`src/rtl/rotary_encoder_capture_if.sv`:
```
// Memory-mapped slave bus and level interrupt of the rotary encoder front-end.
interface rotary_encoder_capture_if;
  logic [1:0]  avs_address;
  logic        avs_read;
  logic        avs_write;
  logic [31:0] avs_writedata;
  logic [31:0] avs_readdata;
  logic        ins_irq;

  modport master (
    output avs_address, avs_read, avs_write, avs_writedata,
    input  avs_readdata, ins_irq
  );

  modport slave (
    input  avs_address, avs_read, avs_write, avs_writedata,
    output avs_readdata, ins_irq
  );
endinterface

```
`src/rtl/rotary_encoder_capture.sv`:
```
// Rotary encoder front-end: synchronize, glitch-filter and 4x-decode the quadrature pins,
// debounce the push contact, and expose position/status/control as a bus slave with IRQ.
module rotary_encoder_capture #(
  parameter int POS_WIDTH     = 32,
  parameter int FILTER_CYCLES = 16
) (
  input  logic                     csi_MCLK_clk,
  input  logic                     rsi_MCLK_reset_n,
  input  logic                     coe_enc_a,
  input  logic                     coe_enc_b,
  input  logic                     coe_enc_k,
  rotary_encoder_capture_if.slave  bus
);
  localparam logic [7:0]                  FILT_LAST = 8'(FILTER_CYCLES - 1);
  localparam logic signed [POS_WIDTH-1:0] POS_ONE   = POS_WIDTH'(1);

  // Pin vectors are ordered {A, B, K} throughout.
  logic [2:0]      sync_p0;
  logic [2:0]      sync_p1;
  logic [2:0]      filt_p2;
  logic [2:0]      prev_p3;
  logic [2:0][7:0] filt_cnt;
  logic [1:0]      prime_cnt;
  logic            primed;

  logic signed [POS_WIDTH-1:0] position;
  logic [7:0]                  err_cnt;
  logic                        step_evt;
  logic                        btn_evt;
  logic [1:0]                  control;

  logic [1:0]  phase_delta;
  logic        step_fwd, step_rev, step_err, step_up, step_dn, press;
  logic        wr_pos, wr_stat, wr_ctrl;
  logic [31:0] rd_mux;

  function automatic logic [1:0] quad_phase(input logic [1:0] ab);
    case (ab)
      2'b00:   return 2'd0;
      2'b10:   return 2'd1;
      2'b11:   return 2'd2;
      default: return 2'd3;
    endcase
  endfunction

  function automatic logic [7:0] sat_inc8(input logic [7:0] v);
    return (v == 8'hFF) ? v : v + 8'd1;
  endfunction

  // Stage p0/p1: two-flop synchronizer; p2: per-pin stability filter; p3: previous filtered state
  always_ff @(posedge csi_MCLK_clk or negedge rsi_MCLK_reset_n) begin
    if (!rsi_MCLK_reset_n) begin
      sync_p0   <= '0;
      sync_p1   <= '0;
      filt_p2   <= '0;
      prev_p3   <= '0;
      filt_cnt  <= '0;
      prime_cnt <= '0;
      primed    <= 1'b0;
    end else begin
      sync_p0 <= {coe_enc_a, coe_enc_b, coe_enc_k};
      sync_p1 <= sync_p0;
      if (!primed) begin
        // First valid synchronized sample seeds the filters without producing events.
        if (prime_cnt == 2'd2) begin
          filt_p2 <= sync_p1;
          prev_p3 <= sync_p1;
          primed  <= 1'b1;
        end else begin
          prime_cnt <= prime_cnt + 2'd1;
        end
      end else begin
        prev_p3 <= filt_p2;
        for (int i = 0; i < 3; i++) begin
          if (sync_p1[i] == filt_p2[i]) begin
            filt_cnt[i] <= '0;
          end else if (filt_cnt[i] == FILT_LAST) begin
            filt_p2[i]  <= sync_p1[i];
            filt_cnt[i] <= '0;
          end else begin
            filt_cnt[i] <= filt_cnt[i] + 8'd1;
          end
        end
      end
    end
  end

  // Phase distance around the 00-10-11-01 cycle: 1 forward, 3 reverse, 2 means a skipped state.
  always_comb begin
    phase_delta = quad_phase(filt_p2[2:1]) - quad_phase(prev_p3[2:1]);
    step_fwd    = primed && (phase_delta == 2'd1);
    step_rev    = primed && (phase_delta == 2'd3);
    step_err    = primed && (phase_delta == 2'd2);
    step_up     = control[1] ? step_rev : step_fwd;
    step_dn     = control[1] ? step_fwd : step_rev;
    press       = primed && prev_p3[0] && !filt_p2[0];
  end

  assign wr_pos  = bus.avs_write && (bus.avs_address == 2'd0);
  assign wr_stat = bus.avs_write && (bus.avs_address == 2'd1);
  assign wr_ctrl = bus.avs_write && (bus.avs_address == 2'd2);

  always_comb begin
    rd_mux = '0;
    case (bus.avs_address)
      2'd0:    rd_mux = 32'(position);
      2'd1:    rd_mux = {16'd0, err_cnt, 5'd0, ~filt_p2[0], btn_evt, step_evt};
      2'd2:    rd_mux = {30'd0, control};
      default: rd_mux = '0;
    endcase
  end

  // Stage p4: position, sticky status, control, read data and interrupt
  always_ff @(posedge csi_MCLK_clk or negedge rsi_MCLK_reset_n) begin
    if (!rsi_MCLK_reset_n) begin
      position         <= '0;
      err_cnt          <= '0;
      step_evt         <= 1'b0;
      btn_evt          <= 1'b0;
      control          <= '0;
      bus.avs_readdata <= '0;
      bus.ins_irq      <= 1'b0;
    end else begin
      if (wr_pos) begin
        position <= bus.avs_writedata[POS_WIDTH-1:0];
      end else if (step_up) begin
        position <= position + POS_ONE;
      end else if (step_dn) begin
        position <= position - POS_ONE;
      end
      // A fresh event outranks a write-1-clear landing in the same cycle.
      step_evt <= step_up | step_dn | (step_evt & ~(wr_stat & bus.avs_writedata[0]));
      btn_evt  <= press | (btn_evt & ~(wr_stat & bus.avs_writedata[1]));
      if (step_err) begin
        err_cnt <= (wr_stat && bus.avs_writedata[8]) ? 8'd1 : sat_inc8(err_cnt);
      end else if (wr_stat && bus.avs_writedata[8]) begin
        err_cnt <= '0;
      end
      if (wr_ctrl) begin
        control <= bus.avs_writedata[1:0];
      end
      if (bus.avs_read) begin
        bus.avs_readdata <= rd_mux;
      end
      bus.ins_irq <= control[0] & (step_evt | btn_evt);
    end
  end
endmodule

```
`src/flat_wrapper.sv`:
```
// flat-port wrapper written by rule: the top's interface ports become plain ports
module rotary_encoder_capture_flat 
#(
  parameter int POS_WIDTH     = 32,
  parameter int FILTER_CYCLES = 16
)
  (csi_MCLK_clk, rsi_MCLK_reset_n, coe_enc_a, coe_enc_b, coe_enc_k, bus_avs_address, bus_avs_read, bus_avs_write, bus_avs_writedata, bus_avs_readdata, bus_ins_irq);
  rotary_encoder_capture_if bus_i ();
  input  logic csi_MCLK_clk;
  input  logic rsi_MCLK_reset_n;
  input  logic coe_enc_a;
  input  logic coe_enc_b;
  input  logic coe_enc_k;
  input wire logic [$bits(bus_i.avs_address)-1:0] bus_avs_address;
  input wire logic [$bits(bus_i.avs_read)-1:0] bus_avs_read;
  input wire logic [$bits(bus_i.avs_write)-1:0] bus_avs_write;
  input wire logic [$bits(bus_i.avs_writedata)-1:0] bus_avs_writedata;
  output wire logic [$bits(bus_i.avs_readdata)-1:0] bus_avs_readdata;
  output wire logic [$bits(bus_i.ins_irq)-1:0] bus_ins_irq;
  assign bus_i.avs_address = bus_avs_address;
  assign bus_i.avs_read = bus_avs_read;
  assign bus_i.avs_write = bus_avs_write;
  assign bus_i.avs_writedata = bus_avs_writedata;
  assign bus_avs_readdata = bus_i.avs_readdata;
  assign bus_ins_irq = bus_i.ins_irq;
  rotary_encoder_capture #(.POS_WIDTH(POS_WIDTH), .FILTER_CYCLES(FILTER_CYCLES)) u_core (.csi_MCLK_clk(csi_MCLK_clk), .rsi_MCLK_reset_n(rsi_MCLK_reset_n), .coe_enc_a(coe_enc_a), .coe_enc_b(coe_enc_b), .coe_enc_k(coe_enc_k), .bus(bus_i));
endmodule
```
`config.mk`:
```
export PLATFORM = sky130hd
export DESIGN_NAME = rotary_encoder_capture_flat
export DESIGN_NICKNAME = d
export VERILOG_FILES = /design/src/rtl/rotary_encoder_capture_if.sv /design/src/rtl/rotary_encoder_capture.sv /design/src/flat_wrapper.sv
export SDC_FILE = /design/constraint.sdc
export NUM_CORES = 1
export LEC_CHECK = 0
export CAP_MARGIN = 30
export CORE_ASPECT_RATIO = 1.2
export CORE_MARGIN = 2
export CORE_UTILIZATION = 23
export DETAILED_ROUTE_END_ITERATION = 8
export PLACE_DENSITY_LB_ADDON = 0.05
export SLEW_MARGIN = 0
export SYNTH_ARGS = -nofsm -noshare
export SYNTH_HDL_FRONTEND = slang
export SYNTH_SLANG_ARGS = --single-unit
export TNS_END_PERCENT = 1
```
`constraint.sdc`:
```
create_clock -name csi_MCLK_clk -period 12.02 [get_ports csi_MCLK_clk]
set_clock_uncertainty 0.05 [all_clocks]
set_input_delay 1.202 -clock csi_MCLK_clk [delete_from_list [all_inputs] [get_ports csi_MCLK_clk]]
set_output_delay 1.202 -clock csi_MCLK_clk [all_outputs]
set_load 0.02 [all_outputs]
```
==> summary.log <==
[outcome] result of the run finished clean
[sta] Hold Slack 0.305 ns
[hold_path] worst hold path class flip-flop to flip-flop
[clock_tree] CTS H-Tree Depth 4
[grt] first-pass GRT wire length 33,600 um
[clock_tree] clock input transition at the sequential cells of the worst setup and hold paths 0.06 ns
[synthesis] summed instance area of the synthesized netlist 6670 um2
[run] total of max-cap violations 0
[die] I/O pin cnt 74
[layout] final antenna diode count 0
[sta] final number of max-transition violations 0
[hold_path] number of cells traversed by the worst hold path 0
[clock_tree] Gates resized, CTS repair 0
[sta] unrepaired setup endpoints after global routing no
[power_and_ir_drop] leakage component of the power 3.19 nW
[sta] timing-limited maximum frequency 197 MHz
[worst_setup_path] element type at the critical path start flip-flop
[drt] drt total wl 20,800 um
[clock_tree] number of buffers inserted by hold repair at cts 0
[synthesis] flip-flop and latch count after synthesis 116
[synthesis] cell accounting for the most synthesized area sky130_fd_sc_hd__dfrtp_1
[worst_setup_path] Worst Reg-to-Reg Cells 16
[synthesis] fraction of synthesized cell area taken by the top area cell type 43.5%
[layout] layout filler cell count 3,082
[drt] count of nets left with antenna violations after detail routing 0
[clock_tree] maximum buffer depth of the clock tree 2
[clock_tree] clk_lat worst skew 0.42 ns
[layout] Nets 862
[worst_setup_path] Critical Path, Cell by Cell inv_1 > ha_1 > ha_1 > o21a_1 > or4_4 > a21oi_4 > xnor2_1 > ha_1 > or4_1 > or4_1 > nor2_1 > nand3_1 > nor4_1 > a21oi_1 > or3_1 > a31oi_1
[worst_setup_path] Crit-path slowest cell sky130_fd_sc_hd__a21oi_4
[placement] PortBufs 73
[synthesis] number of cells produced by synthesis 766
[clock_tree] TritonCTS Buffers 17
[sta] transition at the pin with the smallest max-transition slack 0.893 ns
[sta] Setup Total Neg Slack 0 ns
[sta] shortest clock period the worst path allows after layout 5.08 ns
[worst_setup_path] largest stage delay on the critical path 0.67 ns
[die] width of the chip 159 um
[clock_tree] post-CTS setup repair buffer count 0
[die] standard cell core area 28,700 um2
[synthesis] fraction of registers with async set or reset after synthesis 100%
[synthesis] Post-Syn Area per Cell 8.71 um2
[synthesis] net count after synthesis 818
[grt] aggregate global routing overflow 0
[layout] Synth-to-Final Area Change 24.0%
[synthesis] commonest register cell after synthesis sky130_fd_sc_hd__dfrtp_1
[layout] area of all placed cells without fillers 8270 um2
[grt] number of global-route vias before repair 5,986
[clock_tree] clock tree from TritonCTS done
[synthesis] number of distinct library cell variants in the gate-level netlist after synthesis 62
[grt] maximum number of pins on one net before global-route repair 64
[layout] area used by sequential logic in the layout 2900 um2
[layout] most frequent standard cell in the layout excluding fill and tap cells sky130_fd_sc_hd__dfrtp_1
[placement] final weighted congestion of routability-driven global placement 0.789
[power_and_ir_drop] pwr dens 165 nW/um2
[sta] part of the cycle the worst path needs 42.3%
[die] initial cell density of the core 23.3%
[grt] gr usage total 14.2%
[worst_setup_path] start-to-end type of the worst setup path flip-flop to flip-flop
[sta] number of hold-slack violations in the final timing report 0
[clock_tree] Sink Count 116
[die] y dimension of the die 191 um
[synthesis] number of warning messages in the yosys log 0
[layout] combined area of the multi-input logic cells 3390 um2
[drt] per-cell routed wire length 17.2 um
[worst_setup_path] category of the worst setup path capture point flip-flop
[worst_setup_path] WP data required 12.31 ns
[sta] final critical-path setup slack 6.94 ns
[placement] DP Worst Slack 6.97 ns
[die] Std-Cell Rows 68
[worst_setup_path] critical path's most frequent cell sky130_fd_sc_hd__ha_1
[clock_tree] library cell used as clock root buffer sky130_fd_sc_hd__clkbuf_16
[placement] DPL Wire Length 14,700 um
[layout] commonest cells after routing, fill and taps aside sky130_fd_sc_hd__dfrtp_1, sky130_fd_sc_hd__nand2_1, sky130_fd_sc_hd__clkdlybuf4s50_1, sky130_fd_sc_hd__nor2_1, sky130_fd_sc_hd__o21ai_0
[synthesis] top cells by area, synth sky130_fd_sc_hd__dfrtp_1, sky130_fd_sc_hd__nand2_1, sky130_fd_sc_hd__xnor2_1
[die] area enclosed by the die boundary 30,400 um2
[drt] vias post-DR 5,697
[synthesis] sequential fraction of the synthesis area 43.5%
[worst_setup_path] critical-path maximum fanout 27
[drt] post-DR vias/cell 4.72
[sta] setup-violating endpoint count in the final report 0
[layout] fraction of layout cells with a size suffix above 1 7.91%
[placement] instance area at placement 7720 um2
[drt] number of remaining DRC errors 0
[synthesis] number of flops mapped to enable cells by yosys 0
[grt] antenna violations before repair 0
[sta] relative max-transition margin 40.5%
[worst_setup_path] critical path arrival 5.37 ns
[drt] Starting DRT DRC Count 304
[drt] length of the first detailed-routing pass in iterations 4
[power_and_ir_drop] maximum vdd ir drop 87.4 uV
## final cells by class
cell class,count,area share [%]
clock buffer,22,5.73
sequential,116,35.1
inverter,42,1.91
clock inverter,9,0.968
timing repair buffer,80,9.44
multi-input combinational,553,41.0
tap,385,5.82
## synth_stat cells (4+ instances only)
cell	n
sky130_fd_sc_hd__o21ai_0	50
sky130_fd_sc_hd__nor2_1	62
sky130_fd_sc_hd__mux2i_1	21
sky130_fd_sc_hd__nand3_1	37
sky130_fd_sc_hd__and3_1	13
sky130_fd_sc_hd__nor2b_1	5
sky130_fd_sc_hd__mux2_2	7
sky130_fd_sc_hd__inv_1	42
sky130_fd_sc_hd__nand4_1	21
sky130_fd_sc_hd__a21oi_1	35
sky130_fd_sc_hd__ha_1	11
sky130_fd_sc_hd__xor2_1	22
sky130_fd_sc_hd__o22ai_1	16
sky130_fd_sc_hd__a31oi_1	4
sky130_fd_sc_hd__or4_1	11
sky130_fd_sc_hd__or3_1	15
sky130_fd_sc_hd__buf_2	8
sky130_fd_sc_hd__and2_1	7
sky130_fd_sc_hd__nor3_1	21
sky130_fd_sc_hd__dfrtp_1	116
sky130_fd_sc_hd__o21a_1	8
sky130_fd_sc_hd__xnor2_1	29
sky130_fd_sc_hd__nand2_1	92
sky130_fd_sc_hd__nor4_1	18
sky130_fd_sc_hd__clkbuf_1	43
## cell families after synthesis
group | Yosys count | synth area share, %
AOI/OAI and AO/OA | 138 | 13.1
xor gates and xnor gates | 51 | 6.70
adders and majority gates | 11 | 2.06
buffers and inverters | 97 | 5.63
DFF | 116 | 43.5
muxes | 28 | 4.33
and+or+nand+nor | 325 | 24.6
## through the flow
step	utilization, %	power, mW	std cells
finish	28.8	1.36	1207
global placement	26.9	0.894	1176
detailed placement	26.9	0.895	1176
floorplan	-	0.758	766
global route	28.8	1.45	1207
CTS	28.8	1.39	1207
## worst max-delay path, delay by kind of cell (launching register included)
kind / cells / cell delay, ns
simple gates: 7 / 2.53
flops: 1 / 0.41
fa+ha+maj: 3 / 0.74
compound gates: 4 / 1.05
xor+xnor: 1 / 0.14
buf+inv: 1 / 0.06
## power by group
part,internal (mW),leakage [nW],switching (mW),total [mW]
Sequential,0.452,1.45,0.129,0.581
Clock,0.297,0.264,0.182,0.479
Combinational,0.136,1.48,0.167,0.302
Total,0.885,3.19,0.477,1.36
## path summary, 6_finish.rpt
check / start / to / slack (ns)
min in group asynchronous: rsi_MCLK_reset_n / u_core.position[23]$_DFFE_PN0P_ / 0.87
max: u_core.filt_p2[2]$_DFFE_PN0P_ / u_core.position[30]$_DFFE_PN0P_ / 6.94
min: u_core.sync_p0[0]$_DFF_PN0_ / u_core.sync_p1[0]$_DFF_PN0_ / 0.30
max reg2reg: u_core.filt_p2[2]$_DFFE_PN0P_ / u_core.position[30]$_DFFE_PN0P_ / 6.94
min reg2reg: u_core.sync_p0[0]$_DFF_PN0_ / u_core.sync_p1[0]$_DFF_PN0_ / 0.30
max in group asynchronous: rsi_MCLK_reset_n / u_core.position[7]$_DFFE_PN0P_ / 9.78
## registers in the layout, summed over array words and instances, names as in the netlist
signal and flops:
u_core.step_evt 1, u_core.primed 1, u_core.btn_evt 1, u_core.sync_p1 3, u_core.filt_p2 3, u_core.filt_cnt 24, u_core.bus.ins_irq 1, u_core.prime_cnt 2
u_core.position 32, u_core.sync_p0 3, u_core.err_cnt 8, u_core.prev_p3 3, u_core.bus.avs_readdata 32, u_core.control 2
## metal layers
metal  up-vias  GRT usage, %  part of all wire [%]
li1       2757             -                     -
met4         0          5.70                   2.1
met2       119          25.4                    52
met3        26          2.78                   3.1
met5         -             0                     0
met1      2795          16.8                    43
No activity file was read; power rests on OpenSTA's default activity.
